$ cat src/rtl/rrp_add_pkg.sv
// rrp_add_pkg: shared definitions for the redundant radix-r adder.
//   digit_bits() - bits per signed digit for a given radix
//   xfer_t       - 2-bit signed transfer digit {-1, 0, +1}
//   digit_t      - signed digit type for the default radix
package rrp_add_pkg;

  function automatic int digit_bits(input int radix);
    return $clog2(radix) + 1;
  endfunction

  typedef logic signed [1:0] xfer_t;

  localparam xfer_t XFER_POS  = 2'sb01;
  localparam xfer_t XFER_ZERO = 2'sb00;
  localparam xfer_t XFER_NEG  = 2'sb11;

  localparam int DEF_RADIX = 4;
  localparam int DIGIT_W   = digit_bits(DEF_RADIX);

  typedef logic signed [DIGIT_W-1:0] digit_t;

endpackage

$ cat src/rtl/rrp_add_if.sv
// rrp_add_if: operand/result bus of the redundant adder.
//   x_in, y_in : WIDTH packed signed digits each (driven by master)
//   s_out      : WIDTH+1 packed signed digits (driven by slave)
interface rrp_add_if
  import rrp_add_pkg::*;
#(
  parameter int RADIX = 4,
  parameter int WIDTH = 6
);
  localparam int D = digit_bits(RADIX);
  localparam int N = D * WIDTH;

  logic [N-1:0]   x_in;
  logic [N-1:0]   y_in;
  logic [N+D-1:0] s_out;

  modport master (output x_in, output y_in, input s_out);
  modport slave  (input x_in, input y_in, output s_out);
endinterface

$ cat src/rtl/rrp_add_digit.sv
// rrp_add_digit: one digit position of the carry-free adder.
//   x_i, y_i : input digits in [-(RADIX-1), RADIX-1]
//   t_in     : transfer from the digit below
//   t_out    : transfer to the digit above
//   s_i      : sum digit in [-(RADIX-1), RADIX-1]
module rrp_add_digit
  import rrp_add_pkg::*;
#(
  parameter int RADIX = 4
) (
  input  logic signed [digit_bits(RADIX)-1:0] x_i,
  input  logic signed [digit_bits(RADIX)-1:0] y_i,
  input  xfer_t                               t_in,
  output xfer_t                               t_out,
  output logic signed [digit_bits(RADIX)-1:0] s_i
);
  localparam int D = digit_bits(RADIX);
  localparam logic signed [D:0] A_POS = (D+1)'(RADIX - 1);
  localparam logic signed [D:0] A_NEG = -A_POS;
  localparam logic signed [D:0] RAD   = (D+1)'(RADIX);

  logic signed [D:0]   p;
  logic signed [D:0]   corr;
  logic signed [D-1:0] w;

  // Upper half: position sum, transfer decision and interim digit.
  // The interim digit lands in [-(a-1), a-1], so it fits in D bits.
  always_comb begin
    p     = {x_i[D-1], x_i} + {y_i[D-1], y_i};
    t_out = XFER_ZERO;
    corr  = '0;
    if (p >= A_POS) begin
      t_out = XFER_POS;
      corr  = RAD;
    end else if (p <= A_NEG) begin
      t_out = XFER_NEG;
      corr  = -RAD;
    end
    w = D'(p - corr);
  end

  // Lower half: absorb the incoming transfer.
  always_comb begin
    s_i = w + {{(D-2){t_in[1]}}, t_in};
  end

endmodule

$ cat src/rtl/rrp_add.sv
// rrp_add: two-stage pipelined carry-free adder for radix-RADIX
// maximally-redundant signed-digit operands.
//   clock : rising-edge clock
//   reset : synchronous active-high, clears both pipeline stages
//   bus   : x_in/y_in operands in, s_out sum out (latency 2)
module rrp_add
  import rrp_add_pkg::*;
#(
  parameter int RADIX = 4,
  parameter int WIDTH = 6
) (
  input  logic      clock,
  input  logic      reset,
  rrp_add_if.slave  bus
);
  localparam int D = digit_bits(RADIX);
  localparam int N = D * WIDTH;

  logic [N-1:0]   x_d, x_q;
  logic [N-1:0]   y_d, y_q;
  logic [N+D-1:0] s_d, s_q;

  xfer_t          t_chain [WIDTH+1];
  logic [D-1:0]   s_dig   [WIDTH];

  always_comb begin
    x_d = bus.x_in;
    y_d = bus.y_in;
  end

  assign t_chain[0] = XFER_ZERO;

  for (genvar i = 0; i < WIDTH; i++) begin : g_digit
    rrp_add_digit #(.RADIX(RADIX)) u_digit (
      .x_i   (x_q[i*D +: D]),
      .y_i   (y_q[i*D +: D]),
      .t_in  (t_chain[i]),
      .t_out (t_chain[i+1]),
      .s_i   (s_dig[i])
    );
  end

  // Top digit is the last transfer, sign-extended to a full digit.
  always_comb begin
    s_d = '0;
    for (int i = 0; i < WIDTH; i++) begin
      s_d[i*D +: D] = s_dig[i];
    end
    s_d[WIDTH*D +: D] = {{(D-2){t_chain[WIDTH][1]}}, t_chain[WIDTH]};
  end

  always_ff @(posedge clock) begin
    if (reset) begin
      x_q <= '0;
      y_q <= '0;
      s_q <= '0;
    end else begin
      x_q <= x_d;
      y_q <= y_d;
      s_q <= s_d;
    end
  end

  assign bus.s_out = s_q;

endmodule

$ cat src/flat_wrapper.sv
// flat-port wrapper written by rule: the top's interface ports become plain ports
module rrp_add_flat import rrp_add_pkg::*;
#(
  parameter int RADIX = 4,
  parameter int WIDTH = 6
)
  (clock, reset, bus_x_in, bus_y_in, bus_s_out);
  rrp_add_if #(.RADIX(RADIX), .WIDTH(WIDTH)) bus_i ();
  input  logic clock;
  input  logic reset;
  input wire logic [$bits(bus_i.x_in)-1:0] bus_x_in;
  input wire logic [$bits(bus_i.y_in)-1:0] bus_y_in;
  output wire logic [$bits(bus_i.s_out)-1:0] bus_s_out;
  assign bus_i.x_in = bus_x_in;
  assign bus_i.y_in = bus_y_in;
  assign bus_s_out = bus_i.s_out;
  rrp_add #(.RADIX(RADIX), .WIDTH(WIDTH)) u_core (.clock(clock), .reset(reset), .bus(bus_i));
endmodule
$ cat config.mk
export PLATFORM = sky130hd
export DESIGN_NAME = rrp_add_flat
export DESIGN_NICKNAME = d
export VERILOG_FILES = /design/src/rtl/rrp_add_pkg.sv /design/src/rtl/rrp_add_if.sv /design/src/rtl/rrp_add_digit.sv /design/src/rtl/rrp_add.sv /design/src/flat_wrapper.sv
export SDC_FILE = /design/constraint.sdc
export NUM_CORES = 1
export LEC_CHECK = 0
export ABC_AREA = 1
export BUFFER_PORTS_ARGS = -buffer_cell sky130_fd_sc_hd__buf_2
export CAP_MARGIN = 20
export CELL_PAD_IN_SITES_DETAIL_PLACEMENT = 1
export CELL_PAD_IN_SITES_GLOBAL_PLACEMENT = 1
export CORE_ASPECT_RATIO = 0.75
export CORE_MARGIN = 10
export CORE_UTILIZATION = 35
export CTS_CLUSTER_SIZE = 12
export DETAILED_ROUTE_END_ITERATION = 10
export PLACE_DENSITY = 0.76
export SLEW_MARGIN = 20
export SYNTH_ARGS = -nofsm -noshare
export SYNTH_HDL_FRONTEND = slang
export SYNTH_SLANG_ARGS = --single-unit
$ cat constraint.sdc
create_clock -name clock -period 2.5 [get_ports clock]
set_input_delay 0.125 -clock clock [delete_from_list [all_inputs] [get_ports clock]]
set_output_delay 0.125 -clock clock [all_outputs]
set_load 0.01 [all_outputs]
==> results of run 1 <==
==> flip-flops by register name, indices dropped and copies added (netlist names) <==
name / flops
u_core.x_q: 18
u_core.bus.s_out: 20
u_core.y_q: 18
==> power breakdown <==
group	internal, W	total (W)	leakage, nW	switching [W]
Combinational	0.000418	0.000922	1.47	0.000504
Sequential	0.000990	0.00103	0.468	0.0000365
Clock	0.000302	0.000617	0.0548	0.000315
Total	0.00171	0.00257	1.99	0.000855
==> final timing paths <==
path | from | endpoint | slack [ns] | depth (start not counted)
worst min-delay path | bus_x_in[8] | u_core.x_q[8]$_SDFF_PP0_ | 0.002 | 3
worst min register to register | u_core.x_q[0]$_SDFF_PP0_ | u_core.bus.s_out[0]$_SDFF_PP0_ | 0.64 | 3
worst max-delay path | u_core.y_q[9]$_SDFF_PP0_ | u_core.bus.s_out[14]$_SDFF_PP0_ | -0.03 | 13
worst max register to register | u_core.y_q[9]$_SDFF_PP0_ | u_core.bus.s_out[14]$_SDFF_PP0_ | -0.03 | 13
==> what timing repair did <==
action,in CTS,in global routing
resized for setup,10,78
setup endpoints to repair,3,5
setup buffers,0,8
pin swaps,2,43
hold buffers,13,0
hold endpoints to repair,13,0
==> metrics by stage <==
| stage | setup TNS, ns | power [W] | hold WS, ns | util |
|---|---|---|---|---|
| after global routing | -0.400 | 0.00275 | 0.00271 | 0.510 |
| after detailed placement | -0.110 | 0.00171 | 0.334 | 0.423 |
| after floorplan | 0 | 0.00149 | 0.232 | - |
| final | -0.0340 | 0.00257 | 0.00219 | 0.510 |
| after global placement | 0 | 0.00168 | 0.328 | 0.423 |
| after CTS | 0 | 0.00237 | 0.000329 | 0.462 |
==> area by class of cell <==
| class | instances | area (um^2) | share of cell area |
|---|---|---|---|
| Multi-Input combinational cell | 217 | 1660 | 0.434 |
| Sequential cell | 56 | 1130 | 0.295 |
| Timing Repair Buffer | 83 | 514 | 0.134 |
| Inverter | 75 | 282 | 0.0736 |
| Tap cell | 101 | 126 | 0.0330 |
| Clock buffer | 5 | 68.8 | 0.0180 |
| Clock inverter | 3 | 46.3 | 0.0121 |
==> critical path, delay by kind of cell, from the launching register on <==
family	cells	cell delay, ns
AO/OA/AOI/OAI	1	0.13
XOR/XNOR	2	0.31
adder cells (fa/ha/maj)	4	1.11
buffers and inverters	1	0.14
flip-flops	1	0.34
AND/OR/NAND/NOR	5	0.38
==> cells by family after synthesis <==
family	count (synthesis)
AND/OR/NAND/NOR	155
buffers and inverters	82
adder cells (fa/ha/maj)	39
flip-flops	56
AO/OA/AOI/OAI	15
XOR/XNOR	8
==> per-layer routing <==
layer	vias to the layer above	GRT usage
met5	-	0
met4	0	0.0296
met3	7	0.0371
met2	40	0.181
met1	1110	0.129
li1	1228	-
==> cells in the final DEF, fill, tap and decap left out, types with 2 or more instances in the layout <==
cell type      synthesis  final
nand3_1               24     20
inv_2                  0      5
nor2_1                64     59
dfxtp_1               56     50
inv_1                 75     70
a21oi_1                6      3
dfxtp_2                0      6
nand3_2                0      4
ha_1                  33     18
o21ai_2                2      6
ha_4                   0      8
clkbuf_8               0      5
fa_2                   0      5
nand2_2                4     21
nand2_1               61     44
xor2_4                 0      3
buf_2                  0     58
xnor2_2                0      4
a21oi_2                0      3
nand3b_1               2      2
nor2_2                 0      4
buf_4                  1     11
o21ai_0                5      2
ha_2                   0      7
dlygate4sd3_1          0     13
==> flow_summary.json, run 1 <==
{
  "synth_xor_area_frac": 0.0281,
  "clkLatencyLatePin_ns": 0.32,
  "drtIter0Drc": 44,
  "viasPerCell": 4.42,
  "synth_common_cells": "75 x inv_1, 64 x nor2_1, 61 x nand2_1",
  "clk_path_buf_depth": 2,
  "rows": 27,
  "finalWorstSetupSlack_ns": -0.0340,
  "tightest_slew_ns": 0.620,
  "critical_path.cell_chain": "ha_4 -> fa_2 -> xor2_4 -> nand2_2 -> nand2_2 -> ha_1 -> ha_4 -> xnor2_2 -> buf_4 -> nand2_2 -> nand2_2 -> o21ai_2 -> nor2_1",
  "max_slew_margin": 0.587,
  "syn_area_per_cell_um2": 7.76,
  "cts_inserted_buffers": 5,
  "drv_cap": 0,
  "min_path_type": "in2reg",
  "path_clk_slew_ns": 0.10,
  "setup_viol": 1,
  "drive_gt1_frac": 0.358,
  "fin_crit_sh": 1.01,
  "syn-cell-area_mm2": 0.00276,
  "synth_cell_types": 19,
  "antenna_left": 0,
  "ys_ff_latch": 56,
  "drt-total-wl_um": 7080,
  "synth_top_family_by_area": "simple AND/OR/NAND/NOR gates",
  "slowest_delay_ns": 0.43,
  "layout.nets": 515,
  "dieHeight_um": 96.9,
  "cp_data_required_time_ns": 2.70,
  "yosys.area_share.simple": 0.228,
  "vias": 2385,
  "post_drt_wl_per_cell_um": 13.1,
  "drc": 0,
  "die_x_um": 122,
  "cp_common_cell": "nand2_2",
  "yosys_warnings": 0,
  "htreeDepth": 2,
  "crit_type": "reg2reg",
  "p_leak_nw": 1.99,
  "fmax_mhz": 395,
  "async_flop_share": 0,
  "worstPathArrival_ns": 2.74,
  "syn_to_final_growth_pct": 38.9,
  "final_design_area_no_fill_mm2": 0.00383,
  "yosys.area.top_type": "dfxtp_1",
  "initial_core_util": 0.368,
  "critPathSlowestCell": "fa_2",
  "dr.pass1.iters": 4,
  "gr-usage-all-layers": 0.109,
  "final_hold_viol_count": 0,
  "final_max_slew_viol_count": 0,
  "met3WireLength_um": 374,
  "port_buffers": 58,
  "rsz0062_at_grt": "yes",
  "critPathLaunchType": "flip-flop",
  "grt_max_degree": 34,
  "n_antenna_cell": 0,
  "fillers": 939,
  "violations": "setup timing",
  "yosysSeqAreaShare": 0.407,
  "die_area_mm2": 0.0119,
  "top_layer_used": "met4",
  "place_area_mm2": 0.00317,
  "fin_cells": 540,
  "synthMuxAreaShare": 0,
  "cts_sinks": 56,
  "peakVddDrop_mv": 0.386,
  "synthTopCellsByArea": "dfxtp_1 41%, ha_1 15%, inv_1 10%",
  "tritoncts": "built",
  "status": "finished, violations left",
  "synth-compound-area-share": 0.0304,
  "clock_skew_ns": 0.0135,
  "root_buffer": "clkbuf_8",
  "synthAdderAreaFrac": 0.193,
  "synth_flop_cell": "dfxtp_1",
  "syn-num-nets": 432,
  "core_mm2": 0.00750,
  "grt_antenna_before_repair": 0,
  "cellPowerDensity_mw_per_mm2": 670,
  "yosys.cell_count.top_type": "inv_1",
  "globalplace.congestion": 0.749,
  "met2_wirelength_um": 3700,
  "critical_path.max_fanout": 3,
  "synth_cells": 355,
  "grt_remaining_overflow": 0,
  "netlist.area_leader.share": 0.407,
  "synth_edf_count": 0,
  "wl_met1_um": 2920,
  "crit_path_end_kind": "flip-flop",
  "grt_pass1_wl_um": 10900,
  "io-pin-count": 59,
  "dp.cells": 511,
  "grt_pass1_vias": 2445,
  "min_period_ns": 2.53,
  "dp_slack_ns": -0.0958,
  "dp_hpwl_um": 4830
}
Power figures use the tool's default switching activity.
==> run 2, diff against run 1 <==
ABC_AREA = unset   (was 1)
CORE_UTILIZATION = 38   (was 35)
GPL_TIMING_DRIVEN = 0   (was unset)
PLACE_DENSITY = 0.77   (was 0.76)
==> run 2 against run 1 <==
- the flow finishes with violations (hold timing, setup timing)
- clock-buffer cell count unchanged
- power up 3.9%
- global-route usage up 2.6 points
- synthesized cell count down 20%
- sequential share of layout area down 0.57 points
- highest routed layer unchanged
==> flow_summary.json, run 2 <==
{
  "status": "finished, violations left",
  "violations": "hold timing, setup timing",
  "initial_core_util": 0.389,
  "critical_path.cell_chain": "ha_4 -> fa_2 -> nor2b_4 -> nor3_1 -> a31oi_2 -> ha_1 -> ha_4 -> xnor2_2 -> xnor2_1 -> xnor3_1 -> nor2_1",
  "critPathLaunchType": "flip-flop",
  "cp_data_required_time_ns": 2.77,
  "min_period_ns": 2.74,
  "die_area_mm2": 0.0114,
  "seqCellArea_mm2": 0.00113,
  "syn-num-nets": 361,
  "grt_remaining_overflow": 0,
  "worstPathArrival_ns": 3.01,
  "final_hold_viol_count": 3,
  "core_mm2": 0.00730,
  "root_buffer": "clkbuf_8",
  "globalplace.congestion": 0.811,
  "tritoncts": "built",
  "port_buffers": 57,
  "drive_gt1_frac": 0.430,
  "grt_antenna_before_repair": 0,
  "grt_max_degree": 19,
  "place_area_mm2": 0.00328,
  "largest_reg_flops": 20,
  "drc": 0,
  "critPathSlowestCell": "fa_2",
  "p_comb_frac": 0.370,
  "max_slew_margin": 0.595,
  "fillers": 834,
  "switching_share": 0.314,
  "path_delay_family": "adder cells",
  "async_flop_share": 0,
  "netlist.area_leader.share": 0.395,
  "syn-cell-area_mm2": 0.00284,
  "clkLatencyLatePin_ns": 0.33,
  "cts_inserted_buffers": 5,
  "grt_pass1_vias": 2516,
  "synth_edf_count": 0,
  "setup_viol": 3,
  "synth_flop_cell": "dfxtp_1",
  "yosys_warnings": 0,
  "holdWs_ns": -0.00188,
  "p_leak_nw": 1.73,
  "rsz0062_at_grt": "yes",
  "post_drt_wl_per_cell_um": 18.3,
  "clock_skew_ns": 0.00931,
  "layout_commonest_cell": "buf_2",
  "dp_slack_ns": -0.335,
  "tightest_slew_ns": 0.607,
  "dr.pass1.iters": 4,
  "clk_path_buf_depth": 2,
  "multi_input_area_mm2": 0.00198,
  "dp_hpwl_um": 5240,
  "tns_ns": -0.332,
  "yosys.area.top_type": "dfxtp_1",
  "cp_common_cell": "ha_4",
  "clockPowerShare": 0.239,
  "p_sw_w": 0.000837,
  "drt-total-wl_um": 8650,
  "critical_path.max_fanout": 5,
  "grt_pass1_wl_um": 12300,
  "peakVddDrop_mv": 0.330,
  "io-pin-count": 59,
  "crit_type": "reg2reg",
  "vias": 2304,
  "met3WireLength_um": 358,
  "yosys.cell_count.top_type": "dfxtp_1",
  "seq_power_share": 0.391,
  "synthTopCellsByArea": "dfxtp_1 39%, ha_1 15%, nor2b_1 11%",
  "drv_cap": 0,
  "viasPerCell": 4.87,
  "drtIter0Drc": 137,
  "gr-usage-all-layers": 0.135,
  "synth_cell_types": 40,
  "cp_num_buf_inv": 0,
  "wl_met1_um": 3520,
  "ys_ff_latch": 56,
  "syn_area_per_cell_um2": 10.0,
  "dieHeight_um": 94.9,
  "cellPowerDensity_mw_per_mm2": 679,
  "crit_path_end_kind": "flip-flop",
  "top_layer_used": "met4",
  "fin_crit_sh": 1.10,
  "syn_to_final_growth_pct": 38.1,
  "min_path_type": "in2reg",
  "mostFrequentLayoutCells": "58 x buf_2, 47 x nor2b_1, 45 x dfxtp_1",
  "finalWorstSetupSlack_ns": -0.244,
  "n_antenna_cell": 0,
  "synth_common_cells": "56 x dfxtp_1, 48 x nor2b_1, 33 x ha_1",
  "p_int_w": 0.00183,
  "path_clk_slew_ns": 0.11,
  "fmax_mhz": 364,
  "yosysSeqAreaShare": 0.395,
  "layout.nets": 448,
  "met2_wirelength_um": 4540,
  "rows": 27,
  "antenna_left": 0,
  "htreeDepth": 2,
  "die_x_um": 120,
  "final_design_area_no_fill_mm2": 0.00393,
  "slowest_delay_ns": 0.61,
  "cts_sinks": 56,
  "synth_cells": 284,
  "final_max_slew_viol_count": 0
}
[run 2: worst reg2reg max path: cells and delay by family, from the launching register on]
kind / cells / cell delay (ns)
compound gates: 1 / 0.20
xor+xnor: 3 / 0.55
fa+ha+maj: 4 / 1.25
flops: 1 / 0.34
simple gates: 3 / 0.34
[run 2: metrics by stage]
stage,std cells,total power (W),utilization
floorplan,284,0.00155,-
finish,473,0.00267,0.538
global placement,442,0.00173,0.449
global route,473,0.00283,0.538
CTS,462,0.00252,0.509
detailed placement,442,0.00176,0.449
[run 2: worst paths after layout]
| kind | slack (ns) | depth (start not counted) | to | from |
|---|---|---|---|---|
| setup / recovery | -0.24 | 11 | u_core.bus.s_out[11]$_SDFF_PP0_ | u_core.x_q[6]$_SDFF_PP0_ |
| setup reg to reg | -0.24 | 11 | u_core.bus.s_out[11]$_SDFF_PP0_ | u_core.x_q[6]$_SDFF_PP0_ |
| hold reg to reg | 0.75 | 2 | u_core.bus.s_out[0]$_SDFF_PP0_ | u_core.y_q[0]$_SDFF_PP0_ |
| hold / removal | -0.002 | 2 | u_core.x_q[4]$_SDFF_PP0_ | bus_x_in[4] |
[run 2: what timing repair did]
action | 4_1_cts | 5_1_grt
setup endpoints to repair | 5 | 6
cloned | 0 | 0
hold endpoints to repair | 0 | 1
pin swaps | 29 | 29
hold buffers | 0 | 1
resized for setup | 50 | 27
setup buffers | 14 | 10
[run 2: power by group through the flow]
stage / Combinational (W) / Sequential, W / Clock, W
4_1_cts: 0.000832 / 0.00104 / 0.000642
3_3_place_gp: 0.000676 / 0.00105 / 0
3_5_place_dp: 0.000701 / 0.00106 / 0
2_1_floorplan: 0.000457 / 0.00109 / 0
5_1_grt: 0.00109 / 0.00105 / 0.000682
6_report: 0.000988 / 0.00104 / 0.000638
[run 2: layout make-up]
cell class / count / area share
Tap cell: 101 / 0.0322
Buffer: 8 / 0.00893
Inverter: 13 / 0.0124
Multi-Input combinational cell: 205 / 0.505
Timing Repair Buffer: 82 / 0.123
Clock buffer: 5 / 0.0175
Sequential cell: 56 / 0.289
Clock inverter: 3 / 0.0118
[run 2: cell families (layout without fill, tap and decap cells)]
| logic type | after synthesis | in the layout | share of synthesized area |
|---|---|---|---|
| AO/OA/AOI/OAI | 41 | 41 | 0.103 |
| XOR/XNOR | 15 | 15 | 0.0608 |
| adder cells (fa/ha/maj) | 39 | 39 | 0.188 |
| buffers and inverters | 23 | 111 | 0.0321 |
| flip-flops | 56 | 56 | 0.395 |
| multiplexers | 4 | 4 | 0.0145 |
| AND/OR/NAND/NOR | 106 | 106 | 0.207 |
[run 2: routing by layer]
metal  up-vias  GRT usage
met4         0     0.0461
met5         -          0
met1      1113      0.148
li1       1128          -
met3        13     0.0364
met2        50      0.250
==> run 3, diff against run 2 <==
--- a/config.mk
+++ b/config.mk
@@ -18,2 +18,3 @@
 export PLACE_DENSITY = 0.77
+export SKIP_LAST_GASP = 1
 export SLEW_MARGIN = 20
--- a/constraint.sdc
+++ b/constraint.sdc
@@ -3,2 +3,2 @@
 set_output_delay 0.125 -clock clock [all_outputs]
-set_load 0.01 [all_outputs]
+set_load 0.1 [all_outputs]
==> run 3 against run 2 <==
- the flow still finishes with violations (hold timing, setup timing)
- clock power hardly changed
- critical path depth stayed put
- die area stayed put
- critical path type unchanged
- largest cell class unchanged
- largest power group is now combinational cells
==> flow_summary.json, run 3 (same netlist as run 2, synthesis figures left out) <==
{
  "drv_cap": 0,
  "grt_antenna_before_repair": 0,
  "viasPerCell": 4.84,
  "htreeDepth": 2,
  "core_mm2": 0.00730,
  "n_antenna_cell": 0,
  "slowest_delay_ns": 0.61,
  "hold_depth": 2,
  "die_x_um": 120,
  "port_buffers": 57,
  "grt_pass1_wl_um": 12300,
  "vias": 2290,
  "syn_to_final_growth_pct": 37.8,
  "holdWs_ns": -0.00474,
  "p_leak_nw": 1.73,
  "grt_remaining_overflow": 0,
  "critical_path.max_fanout": 5,
  "status": "finished, violations left",
  "fillers": 835,
  "p_int_w": 0.00182,
  "min-delay-start": "bus_y_in[16]",
  "cellPowerDensity_mw_per_mm2": 810,
  "antenna_left": 0,
  "peakVddDrop_mv": 0.386,
  "critPathLaunchType": "flip-flop",
  "max_slew_margin": 0.591,
  "min_period_ns": 2.74,
  "final_hold_viol_count": 5,
  "tns_ns": -0.347,
  "gr-usage-all-layers": 0.135,
  "switching_share": 0.425,
  "clock_skew_ns": 0.0119,
  "root_buffer": "clkbuf_8",
  "cp_num_buf_inv": 0,
  "fmax_mhz": 365,
  "clk_path_buf_depth": 2,
  "critical_path.cell_chain": "ha_4 -> fa_2 -> nor2b_4 -> nor3_1 -> a31oi_2 -> ha_1 -> ha_4 -> xnor2_2 -> xnor2_1 -> xnor3_1 -> nor2_1",
  "seq_power_share": 0.329,
  "crit_type": "reg2reg",
  "dp_hpwl_um": 5240,
  "grt_max_degree": 19,
  "cp_data_required_time_ns": 2.77,
  "rsz0062_at_grt": "yes",
  "p_sw_w": 0.00135,
  "dr.pass1.iters": 4,
  "violations": "hold timing, setup timing",
  "critPathSlowestCell": "fa_2",
  "path_clk_slew_ns": 0.12,
  "reg2reg_to": "u_core.bus.s_out[11]$_SDFF_PP0_",
  "dieHeight_um": 94.9,
  "worstPathArrival_ns": 3.00,
  "rrSetupSlack_ns": -0.24,
  "layout_commonest_cell": "buf_2",
  "layout.nets": 448,
  "largest_reg_flops": 20,
  "drt-total-wl_um": 8530,
  "setup_viol": 4,
  "mostFrequentLayoutCells": "58 x buf_2, 47 x nor2b_1, 45 x dfxtp_1",
  "cts_inserted_buffers": 5,
  "clkLatencyLatePin_ns": 0.33,
  "finalWorstSetupSlack_ns": -0.238,
  "drtIter0Drc": 116,
  "path_delay_family": "adder cells",
  "cts_sinks": 56,
  "r2r-start": "u_core.x_q[6]$_SDFF_PP0_",
  "globalplace.congestion": 0.811,
  "final_max_slew_viol_count": 0,
  "die_area_mm2": 0.0114,
  "post_drt_wl_per_cell_um": 18.0,
  "crit_path_end_kind": "flip-flop",
  "tritoncts": "built",
  "p_comb_frac": 0.470,
  "io-pin-count": 59,
  "min_path_type": "in2reg",
  "fin_crit_sh": 1.10,
  "initial_core_util": 0.389,
  "cp_common_cell": "ha_4",
  "drive_gt1_frac": 0.427,
  "clockPowerShare": 0.201,
  "rows": 27,
  "tightest_slew_ns": 0.613,
  "ff2ff_path_depth": 11,
  "hold_path_end": "u_core.y_q[16]$_SDFF_PP0_",
  "grt_pass1_vias": 2516,
  "drc": 0
}
[run 3: changes by cell type in the layout (fill, tap and decap cells not counted)]
cell,before,now
ha_4,12,11
ha_2,7,8
inv_2,5,4
inv_1,8,9
[run 3: cell type report]
type	count	area, um^2	share of cell area
sequential	56	1130	0.290
clock inverter	3	46.3	0.0118
multi-input combinational	205	1970	0.504
timing repair buffer	82	483	0.123
inverter	13	48.8	0.0125
tap	101	126	0.0323
buffer	8	35.0	0.00895
clock buffer	5	68.8	0.0176
[run 3: timing repair]
| item | 4_1_cts | 5_1_grt |
|---|---|---|
| resized for setup | 50 | 25 |
| setup endpoints to repair | 5 | 6 |
| setup buffers | 14 | 10 |
| pin swaps | 29 | 28 |
| hold buffers | 0 | 1 |
| endpoints found under the hold margin | 0 | 1 |
[run 3: how the worst max path moves through the flow]
stage	from	to	slack [ns]	cells after the start
final	u_core.x_q[6]$_SDFF_PP0_	u_core.bus.s_out[11]$_SDFF_PP0_	-0.24	11
after global routing	u_core.x_q[6]$_SDFF_PP0_	u_core.bus.s_out[11]$_SDFF_PP0_	-0.42	14
after CTS	u_core.x_q[6]$_SDFF_PP0_	u_core.bus.s_out[11]$_SDFF_PP0_	-0.16	14
after detailed placement	u_core.y_q[6]$_SDFF_PP0_	u_core.bus.s_out[11]$_SDFF_PP0_	-0.34	11
after global placement	u_core.y_q[6]$_SDFF_PP0_	u_core.bus.s_out[11]$_SDFF_PP0_	-0.26	11
after floorplan	u_core.y_q[6]$_SDFF_PP0_	u_core.bus.s_out[11]$_SDFF_PP0_	-0.09	11
[run 3: through the flow]
step                      setup slack [ns]  power (W)  area [um^2]  cells   util
after floorplan                    -0.0878    0.00206         2860    284      -
after global placement              -0.260    0.00225         3280    442  0.449
after detailed placement            -0.335    0.00227         3280    442  0.449
after CTS                           -0.158    0.00303         3710    462  0.509
after global routing                -0.424    0.00333         3920    473  0.537
final                               -0.238    0.00317         3920    473  0.537
[run 3: worst reg2reg max path: cells and delay by family, from the launching register on]
family / cells / cell delay [ns]
compound gates: 1 / 0.20
xor+xnor: 3 / 0.55
fa+ha+maj: 4 / 1.25
flops: 1 / 0.34
simple gates: 3 / 0.34
[run 3: power by group through the flow]
| stage | clock [W] | combinational, W | sequential (W) |
|---|---|---|---|
| final | 0.000638 | 0.00149 | 0.00104 |
| after global routing | 0.000682 | 0.00159 | 0.00105 |
| after CTS | 0.000642 | 0.00135 | 0.00104 |
| after detailed placement | 0 | 0.00122 | 0.00106 |
| after global placement | 0 | 0.00119 | 0.00105 |
| after floorplan | 0 | 0.000465 | 0.00160 |
[run 3: per-layer routing]
layer  GRT usage  part of all wire
met1       0.148              0.41
met3      0.0364             0.041
met2       0.250              0.52
met4      0.0461             0.027
met5           0                 0
